--- config.mk ---
export PLATFORM = sky130hd
export DESIGN_NAME = cpu_memory
export DESIGN_NICKNAME = d
export VERILOG_FILES = /design/src/rtl/cpu_pkg.sv /design/src/rtl/cpu_memory_align.sv /design/src/rtl/cpu_memory.sv
export SDC_FILE = /design/constraint.sdc
export NUM_CORES = 1
export LEC_CHECK = 0
export CAP_MARGIN = 15
export CELL_PAD_IN_SITES_DETAIL_PLACEMENT = 1
export CELL_PAD_IN_SITES_GLOBAL_PLACEMENT = 1
export CORE_MARGIN = 5
export CORE_UTILIZATION = 35
export CTS_BUF_LIST = sky130_fd_sc_hd__clkbuf_4
export CTS_CLUSTER_DIAMETER = 150
export DETAILED_ROUTE_END_ITERATION = 7
export PLACE_DENSITY_LB_ADDON = 0.1
export SYNTH_ARGS = -nofsm -noshare
export SYNTH_HDL_FRONTEND = slang
export SYNTH_SLANG_ARGS = --single-unit
--- constraint.sdc ---
create_clock -name i_clock -period 13 [get_ports i_clock]
set_clock_uncertainty 0.2 [all_clocks]
set_input_delay 1.3 -clock i_clock [delete_from_list [all_inputs] [get_ports i_clock]]
set_output_delay 1.3 -clock i_clock [all_outputs]
set_load 0.01 [all_outputs]
--- src/rtl/cpu_pkg.sv ---
`default_nettype none
// +---------------------------------------------------------------------------
// | cpu_pkg : widths, access-size codes and memory-stage state encoding
// | Rev 1.0 : initial release
// +---------------------------------------------------------------------------
package cpu_pkg;

   localparam int XLEN   = 32;
   localparam int TAG_W  = 8;
   localparam int RIDX_W = 5;

   localparam logic [1:0] MEM_BYTE = 2'd0;
   localparam logic [1:0] MEM_HALF = 2'd1;
   localparam logic [1:0] MEM_WORD = 2'd2;

   typedef enum logic [1:0] {
      ST_IDLE  = 2'd0,
      ST_READ  = 2'd1,
      ST_WRITE = 2'd2
   } state_t;

   // Width code 3 falls into the word case, so anything not byte/half is word.
   function automatic logic is_misaligned(input logic [1:0] width, input logic [1:0] addr_lo);
      logic mis;
      mis = 1'b0;
      if (width == MEM_HALF)
         mis = addr_lo[0];
      else if (width != MEM_BYTE)
         mis = (addr_lo != 2'b00);
      return mis;
   endfunction

endpackage
`default_nettype wire

--- src/rtl/cpu_memory_align.sv ---
`default_nettype none
// +---------------------------------------------------------------------------
// | cpu_memory_align : store lane/mask generation, load extraction, misalign
// | Rev 1.0 : initial release
// +---------------------------------------------------------------------------
module cpu_memory_align
   import cpu_pkg::*;
(
   input  logic [1:0]      i_st_addr_lo,
   input  logic [1:0]      i_st_width,
   input  logic [XLEN-1:0] i_st_data,
   output logic [XLEN-1:0] o_st_wdata,
   output logic [3:0]      o_st_wmask,
   output logic            o_misaligned,
   input  logic [1:0]      i_ld_addr_lo,
   input  logic [1:0]      i_ld_width,
   input  logic            i_ld_signed,
   input  logic [XLEN-1:0] i_ld_rdata,
   output logic [XLEN-1:0] o_ld_value
);

   logic [XLEN-1:0] w_lane;

   assign o_misaligned = is_misaligned(i_st_width, i_st_addr_lo);

   always_comb begin
      o_st_wdata = i_st_data;
      o_st_wmask = 4'b1111;
      case (i_st_width)
         MEM_BYTE: begin
            o_st_wdata = {4{i_st_data[7:0]}};
            o_st_wmask = 4'b0001 << i_st_addr_lo;
         end
         MEM_HALF: begin
            o_st_wdata = {2{i_st_data[15:0]}};
            o_st_wmask = 4'b0011 << i_st_addr_lo;
         end
         default: begin
            o_st_wdata = i_st_data;
            o_st_wmask = 4'b1111;
         end
      endcase
   end

   // Requested bytes are shifted down to bit 0 before extension.
   assign w_lane = i_ld_rdata >> {i_ld_addr_lo, 3'b000};

   always_comb begin
      o_ld_value = w_lane;
      case (i_ld_width)
         MEM_BYTE: o_ld_value = {{24{i_ld_signed & w_lane[7]}}, w_lane[7:0]};
         MEM_HALF: o_ld_value = {{16{i_ld_signed & w_lane[15]}}, w_lane[15:0]};
         default:  o_ld_value = w_lane;
      endcase
   end

endmodule
`default_nettype wire

--- src/rtl/cpu_memory.sv ---
`default_nettype none
// +---------------------------------------------------------------------------
// | cpu_memory : memory pipeline stage, load/store over a request/ready bus
// | Rev 1.0 : initial release
// +---------------------------------------------------------------------------
module cpu_memory
   import cpu_pkg::*;
(
   input  logic              i_clock,
   input  logic              i_reset,
   input  logic [TAG_W-1:0]  i_tag,
   input  logic [RIDX_W-1:0] i_inst_rd,
   input  logic [XLEN-1:0]   i_rd,
   input  logic              i_branch,
   input  logic [XLEN-1:0]   i_pc_next,
   input  logic              i_mem_read,
   input  logic              i_mem_write,
   input  logic [XLEN-1:0]   i_mem_address,
   input  logic [1:0]        i_mem_width,
   input  logic              i_mem_signed,
   output logic              o_busy,
   output logic              o_bus_request,
   output logic              o_bus_rw,
   output logic [XLEN-1:0]   o_bus_address,
   output logic [XLEN-1:0]   o_bus_wdata,
   output logic [3:0]        o_bus_wmask,
   input  logic [XLEN-1:0]   i_bus_rdata,
   input  logic              i_bus_ready,
   output logic [TAG_W-1:0]  o_tag,
   output logic [RIDX_W-1:0] o_inst_rd,
   output logic [XLEN-1:0]   o_rd,
   output logic              o_branch,
   output logic [XLEN-1:0]   o_pc_next,
   output logic              o_fault
);

   state_t              r_state;
   logic [TAG_W-1:0]    r_tag;
   logic [RIDX_W-1:0]   r_inst_rd;
   logic                r_branch;
   logic [XLEN-1:0]     r_pc_next;
   logic [1:0]          r_addr_lo;
   logic [1:0]          r_width;
   logic                r_signed;

   logic                w_accept;
   logic                w_mem_op;
   logic                w_misaligned;
   logic [XLEN-1:0]     w_st_wdata;
   logic [3:0]          w_st_wmask;
   logic [XLEN-1:0]     w_ld_value;

   assign o_busy   = (r_state != ST_IDLE);
   assign w_accept = (r_state == ST_IDLE) && (i_tag != o_tag);
   assign w_mem_op = i_mem_read | i_mem_write;

   cpu_memory_align u_align (
      .i_st_addr_lo (i_mem_address[1:0]),
      .i_st_width   (i_mem_width),
      .i_st_data    (i_rd),
      .o_st_wdata   (w_st_wdata),
      .o_st_wmask   (w_st_wmask),
      .o_misaligned (w_misaligned),
      .i_ld_addr_lo (r_addr_lo),
      .i_ld_width   (r_width),
      .i_ld_signed  (r_signed),
      .i_ld_rdata   (i_bus_rdata),
      .o_ld_value   (w_ld_value)
   );

   always_ff @(posedge i_clock or posedge i_reset) begin
      if (i_reset) begin
         r_state       <= ST_IDLE;
         r_tag         <= '0;
         r_inst_rd     <= '0;
         r_branch      <= 1'b0;
         r_pc_next     <= '0;
         r_addr_lo     <= 2'b00;
         r_width       <= MEM_BYTE;
         r_signed      <= 1'b0;
         o_tag         <= '0;
         o_inst_rd     <= '0;
         o_rd          <= '0;
         o_branch      <= 1'b0;
         o_pc_next     <= '0;
         o_fault       <= 1'b0;
         o_bus_request <= 1'b0;
         o_bus_rw      <= 1'b0;
         o_bus_address <= '0;
         o_bus_wdata   <= '0;
         o_bus_wmask   <= 4'b0000;
      end else begin
         case (r_state)
            ST_IDLE: begin
               if (w_accept) begin
                  r_tag     <= i_tag;
                  r_inst_rd <= i_inst_rd;
                  r_branch  <= i_branch;
                  r_pc_next <= i_pc_next;
                  r_addr_lo <= i_mem_address[1:0];
                  r_width   <= i_mem_width;
                  r_signed  <= i_mem_signed;
                  if (!w_mem_op) begin
                     o_tag     <= i_tag;
                     o_inst_rd <= i_inst_rd;
                     o_rd      <= i_rd;
                     o_branch  <= i_branch;
                     o_pc_next <= i_pc_next;
                     o_fault   <= 1'b0;
                  end else if (w_misaligned) begin
                     // Faulting access retires at once without touching the bus.
                     o_tag     <= i_tag;
                     o_inst_rd <= '0;
                     o_branch  <= i_branch;
                     o_pc_next <= i_pc_next;
                     o_fault   <= 1'b1;
                     if (i_mem_read)
                        o_rd <= '0;
                  end else begin
                     o_inst_rd     <= '0;
                     o_bus_request <= 1'b1;
                     o_bus_address <= {i_mem_address[XLEN-1:2], 2'b00};
                     if (i_mem_read) begin
                        o_bus_rw    <= 1'b0;
                        o_bus_wdata <= '0;
                        o_bus_wmask <= 4'b0000;
                        r_state     <= ST_READ;
                     end else begin
                        o_bus_rw    <= 1'b1;
                        o_bus_wdata <= w_st_wdata;
                        o_bus_wmask <= w_st_wmask;
                        r_state     <= ST_WRITE;
                     end
                  end
               end
            end
            ST_READ, ST_WRITE: begin
               if (i_bus_ready) begin
                  o_bus_request <= 1'b0;
                  o_tag         <= r_tag;
                  o_branch      <= r_branch;
                  o_pc_next     <= r_pc_next;
                  o_fault       <= 1'b0;
                  r_state       <= ST_IDLE;
                  if (r_state == ST_READ) begin
                     o_rd      <= w_ld_value;
                     o_inst_rd <= r_inst_rd;
                  end else begin
                     o_inst_rd <= '0;
                  end
               end
            end
            default: begin
               o_bus_request <= 1'b0;
               r_state       <= ST_IDLE;
            end
         endcase
      end
   end

endmodule
`default_nettype wire

# --- Word level (Yosys, flattened, before mapping) ---
# Cells that the tools add are included.
word_totals:
  ff_bits: 200
  inputBits: 150
  output_inout_bits: 150
  word_cells: 103
classes:
  eq_ne: 12
  shifts: 3
  muxes: 50
  bitwise: 4
  reduce_logical: 15
op_table:
  columns: ["cell", "n"]
  rows:
  - ["2-to-1 mux 32 bit", 11]
  - ["one-hot mux 32 bit (2 select lines)", 4]
  - ["2-to-1 mux 8 bit", 4]
  - ["right shift 32 x 5 -> 32 bit", 1]
  - ["2-to-1 mux 5 bit", 4]
  - ["one-hot mux 8 bit (2 select lines)", 1]
  - ["2-to-1 mux 1 bit", 14]
  - ["AND reduction 4 bit", 3]
  - ["2-to-1 mux 2 bit", 5]
  - ["inequality test 2 bit, second input constant", 5]
  - ["one-hot mux 5 bit (2 select lines)", 1]
  - ["inequality test 8 bit", 1]
  - ["one-hot mux 4 bit (2 select lines)", 1]
  - ["nonzero test 2 bit", 4]
  - ["== test 2 x 1 -> 1 bit, second input constant", 3]
  - ["zero test 2 bit", 3]
  - ["one-hot mux 1 bit (2 select lines)", 3]
  - ["AND reduction 6 bit", 1]
  - ["2-to-1 mux 4 bit", 1]
  - ["one-hot mux 2 bit (2 select lines)", 1]
  - ["<< shifter 1 x 2 -> 4 bit, first input constant", 1]
  - ["<< shifter 2 x 2 -> 4 bit, first input constant", 1]
  - ["inequality test 3 x 2 -> 1 bit, second input constant", 1]
  - ["inequality test 3 bit, second input constant", 1]
  - ["8 further kinds", 9]

# --- Longest topological paths before layout ---
depth:
  depth_word: 7
  depth_mapped: 10
  ltp_nobuf: 7

# --- Cells and area by module ---
# From an unflattened synthesis, not the netlist that was laid out.
unflattened:
  hier_cells: 823
  area_unflattened_um2: 9831.9
by_module_without_submodules:
  columns: ["module", "n_inst", "cells_each", "area_per_inst_um2"]
  rows:
  - ["cpu_memory", 1, 653, 8550.7]
  - ["cpu_memory_align", 1, 170, 1281.2]

# --- Worst setup path after synthesis ---
# OpenSTA, ideal clock, no wires.
synth_timing:
  path_kind: "input to register"
  startpoint: "input i_tag[6]"
  endpoint: "register o_rd[0]"
  t_arrival_ns: 2.879
  slack_ns: 9.796
  stages: 6
  path_buffers: 1
  cell_sequence: "xor2_1 nor4_2 a21bo_2 a211o_2 buf_6 mux2_2"
synth_via:
  elab_chain_len: 4
synth_lines:
  columns: ["item", "line_no", "text"]
  rows:
  - ["start, declared", "cpu_memory.sv:11", "input logic [TAG_W-1:0] i_tag,"]
  - ["inequality test 8 bit", "cpu_memory.sv:54", "assign w_accept = (r_state == ST_IDLE) && (i_tag != o_tag);"]
  - ["logical AND 1 bit", "cpu_memory.sv:54", null]
  - ["inequality test 2 bit (no source line)", null, null]
  - ["AND reduction 6 bit (no source line)", null, null]
  - ["end signal, assigned", "cpu_memory.sv:106", "o_rd <= i_rd;"]
  - ["end signal, assigned", "cpu_memory.sv:146", "o_rd <= w_ld_value;"]
  - ["end, declared", "cpu_memory.sv:31", "output logic [XLEN-1:0] o_rd,"]
# No other way between the ends.
# A chain may end at the register's enable or synchronous reset.

# --- Worst setup path after layout ---
layout_timing:
  startpoint: "input i_tag[6]"
  endpoint: "register r_tag[4]"
layout_via:
  elab_chain_len: 3
layout_lines:
  columns: ["item", "line_no", "text"]
  rows:
  - ["inequality test 8 bit", "cpu_memory.sv:54", null]
  - ["logical AND 1 bit", "cpu_memory.sv:54", null]
  - ["AND reduction 2 bit (no source line)", null, null]
  - ["end signal, assigned", "cpu_memory.sv:96", "r_tag <= i_tag;"]
  - ["end, declared", "cpu_memory.sv:38", "logic [TAG_W-1:0] r_tag;"]
# No other way between the ends.

==> metrics.txt <==
Sequential Power Share=34.9%; placement-stage cell area=13100 sq um; Ports=300; total track usage=19.7%; maximum vdd drop=98.4 uV; DP Wirelength=22900 microns; Die W=178 microns; unrepaired setup endpoints after global routing=no; htree depth=4; crit path kind=input pin to flip-flop; WHS=324 ps; synthesized area=9930 sq um; Leakage=5.40 nW; CTS Buf Count=17; syn_area_per_cell=12.0 sq um; r2r endpoint=o_rd[24]; initial drt markers=411; Int Pwr=0.00196 W; top_reg_cell synth=dfrtp_1; fin util=47.9%; slowest stage delay, CP=750 ps; WHS Path Cells=1; CP max-delay cell=nor4_2; CTS resizes=0; Syn. warnings=0; number of hold buffers added after cts=0; fin crit share=31.2%; crit path cell chain=clkdlybuf4s50_1 -> xor2_1 -> nor4_2 -> a21o_4 -> buf_4 -> mux2_2; CTS Sinks=200; initial core utilization=35.5%; Sw Share=38.2%; number of flops mapped to enable cells by yosys=0; number of global-route vias before repair=8179; Final Hold Viols=0; Chip Height=178 microns; synth top area cells=dfrtp_1 50%, mux2_2 24%, mux2i_1 3.2%, o21ai_0 3.2%, a21oi_1 3.0%; DRT Pass-1 Iters=4; initial antenna violation count=1; Seq cells post-synth=200; # DRC=0; FF-to-FF Start=r_state[0]; first-pass GRT wire length=48700 microns; crit path DAT=4320 ps; Routability Congestion=0.833; share of the synthesized area in the top cell type=50.4%; setup TNS=0 ps; pin count of the biggest net entering global routing=130; Avg WL per Cell=21.6 microns; post-route ant nets=0; PortBufs=297; Clk pin slew, worst setup/hold paths=170 ps; via density per instance=5.12; Logic pwr share=54.4%; Routed WL=32000 microns; Worst-Skew Late Latency=560 ps; Net Sw Power=0.00121 W; CP endpoint kind=flip-flop; Startpoint Class=input pin; relative slew slack=33.9%; FF-to-FF path depth=8; clk root buf=clkbuf_4; clock buffer depth=2; Hold Crit Start=r_pc_next[14]; PwrDens=237 nW/um^2; Clk pwr share=10.7%; Peak Freq=247 MHz; vias=7583; total of max-cap violations=0; outcome=complete, no violations; Setup-failing EPs final=0; Synth cell types=48; Hold EP=r_pc_next[14]; Hold WC Path Type=flip-flop to flip-flop; CP Max Fanout=47; Min Clock Period, post-route=4050 ps; total gr overflow=0; layout overhead on the synthesized area=34.9%; Final Cell Area=13400 sq um; max-slew violations=0; Site Rows=61; Worst Max-Slew Pin Slew=991 ps; share of async-settable or async-resettable flops after synthesis=100%; Final nets=1244; Worst R2R Setup Slack=9350 ps; core area=27900 sq um; critical path required time=13270 ps; Synth Instances=829; CTS tree=done; share of cells above drive strength 1=24.5%; Die ar.=31800 sq um; sequential area share after synthesis=50.4%; post-CTS setup buffer count=0; Yosys top cell by area=dfrtp_1
==> layout make-up <==
class                   instances  area, sq um
diodes                          1         2.50
clock buffers                  17          128
clock inverters                15          158
fillers                      3004        14500
inverters                      12         52.6
multi-input cells             551         4520
flip-flops and latches        200         5000
well taps                     378          473
repair buffers                308         3060
==> flip-flops by register name, indices dropped and copies added, names as in the netlist, 2 cells and up <==
register	cells
r_state	2
o_inst_rd	5
r_tag	8
r_width	2
o_bus_address	30
o_bus_wmask	4
r_addr_lo	2
r_pc_next	32
o_tag	8
r_inst_rd	5
o_pc_next	32
o_rd	32
o_bus_wdata	32
==> through the flow <==
step           instances  power, W  setup slack (ps)
3_3_place_gp        1449   0.00285              8410
2_1_floorplan        830   0.00214              6050
5_1_grt             1482   0.00341              8880
4_1_cts             1481   0.00323              9010
6_report            1482   0.00318              8950
3_5_place_dp        1449   0.00288              8340
==> worst max path at each step <==
stage,from,end,slack [ps],cells past startpoint
floorplan,i_reset,o_branch,6050,1
global placement,i_tag[5],r_pc_next[30],8410,6
detailed placement,i_tag[5],r_pc_next[8],8340,6
CTS,i_tag[5],r_tag[4],9010,6
global route,i_tag[5],r_inst_rd[1],8880,6
finish,i_tag[6],r_tag[4],8950,6
==> critical path: cells and delay by family <==
family	cells	cell delay, ps
multiplexers	1	410
AND/OR/NAND/NOR	1	750
AO/OA/AOI/OAI	1	540
XOR/XNOR	1	190
buffers and inverters	2	1060
==> kinds of logic (layout without fill, tap and decap cells) <==
kind of cell,count (synthesis),count (layout),synth area share (%)
AOI/OAI and AO/OA,193,193,12.0
xor gates and xnor gates,8,8,0.706
adders and majority gates,4,4,0.504
buffers and inverters,79,352,4.45
DFF,200,200,50.4
muxes,243,243,27.3
other,1,3,0.0378
and+or+nand+nor,101,101,4.55
==> cells in the mapped netlist, types with 5 or more instances <==
cell type    n
and3_1       5
dfrtp_1    200
xor2_1       8
nor2_1      31
o2bb2ai_1    8
inv_1       11
mux2_2     208
o21ai_0     64
buf_4       11
a21oi_1     59
o211ai_1    11
mux2i_1     32
nand2_1     46
clkbuf_1    35
buf_6       13
o31ai_1     28
==> cells in the final DEF (no fill, tap or decap), types with 5 or more instances in the layout <==
cell type	Yosys	layout
clkdlybuf4s50_1	0	297
o2bb2ai_1	8	8
o31ai_1	28	28
o21ai_0	64	64
nand2_1	46	46
mux2i_1	32	32
o211ai_1	11	11
inv_1	11	10
and3_1	5	5
dfrtp_1	200	200
xor2_1	8	8
mux2_2	208	208
clkbuf_4	0	17
buf_4	11	11
a21oi_1	59	59
nor2_1	31	30
==> layer usage <==
metal,global-route usage (%),routed length [microns],vias to the layer above
li1,-,-,3500
met1,26.5,14400,3851
met2,31.1,14800,209
met3,6.32,2250,23
met4,4.29,558,0
met5,0,0,-
==> power by group through the flow <==
stage | combinational (W) | clock (W) | sequential [W]
6_report | 0.00173 | 0.000340 | 0.00111
5_1_grt | 0.00187 | 0.000384 | 0.00115
4_1_cts | 0.00176 | 0.000356 | 0.00111
3_5_place_dp | 0.00175 | 0 | 0.00113
3_3_place_gp | 0.00173 | 0 | 0.00112
2_1_floorplan | 0.000952 | 0 | 0.00118
Power figures use the tool's default switching activity.
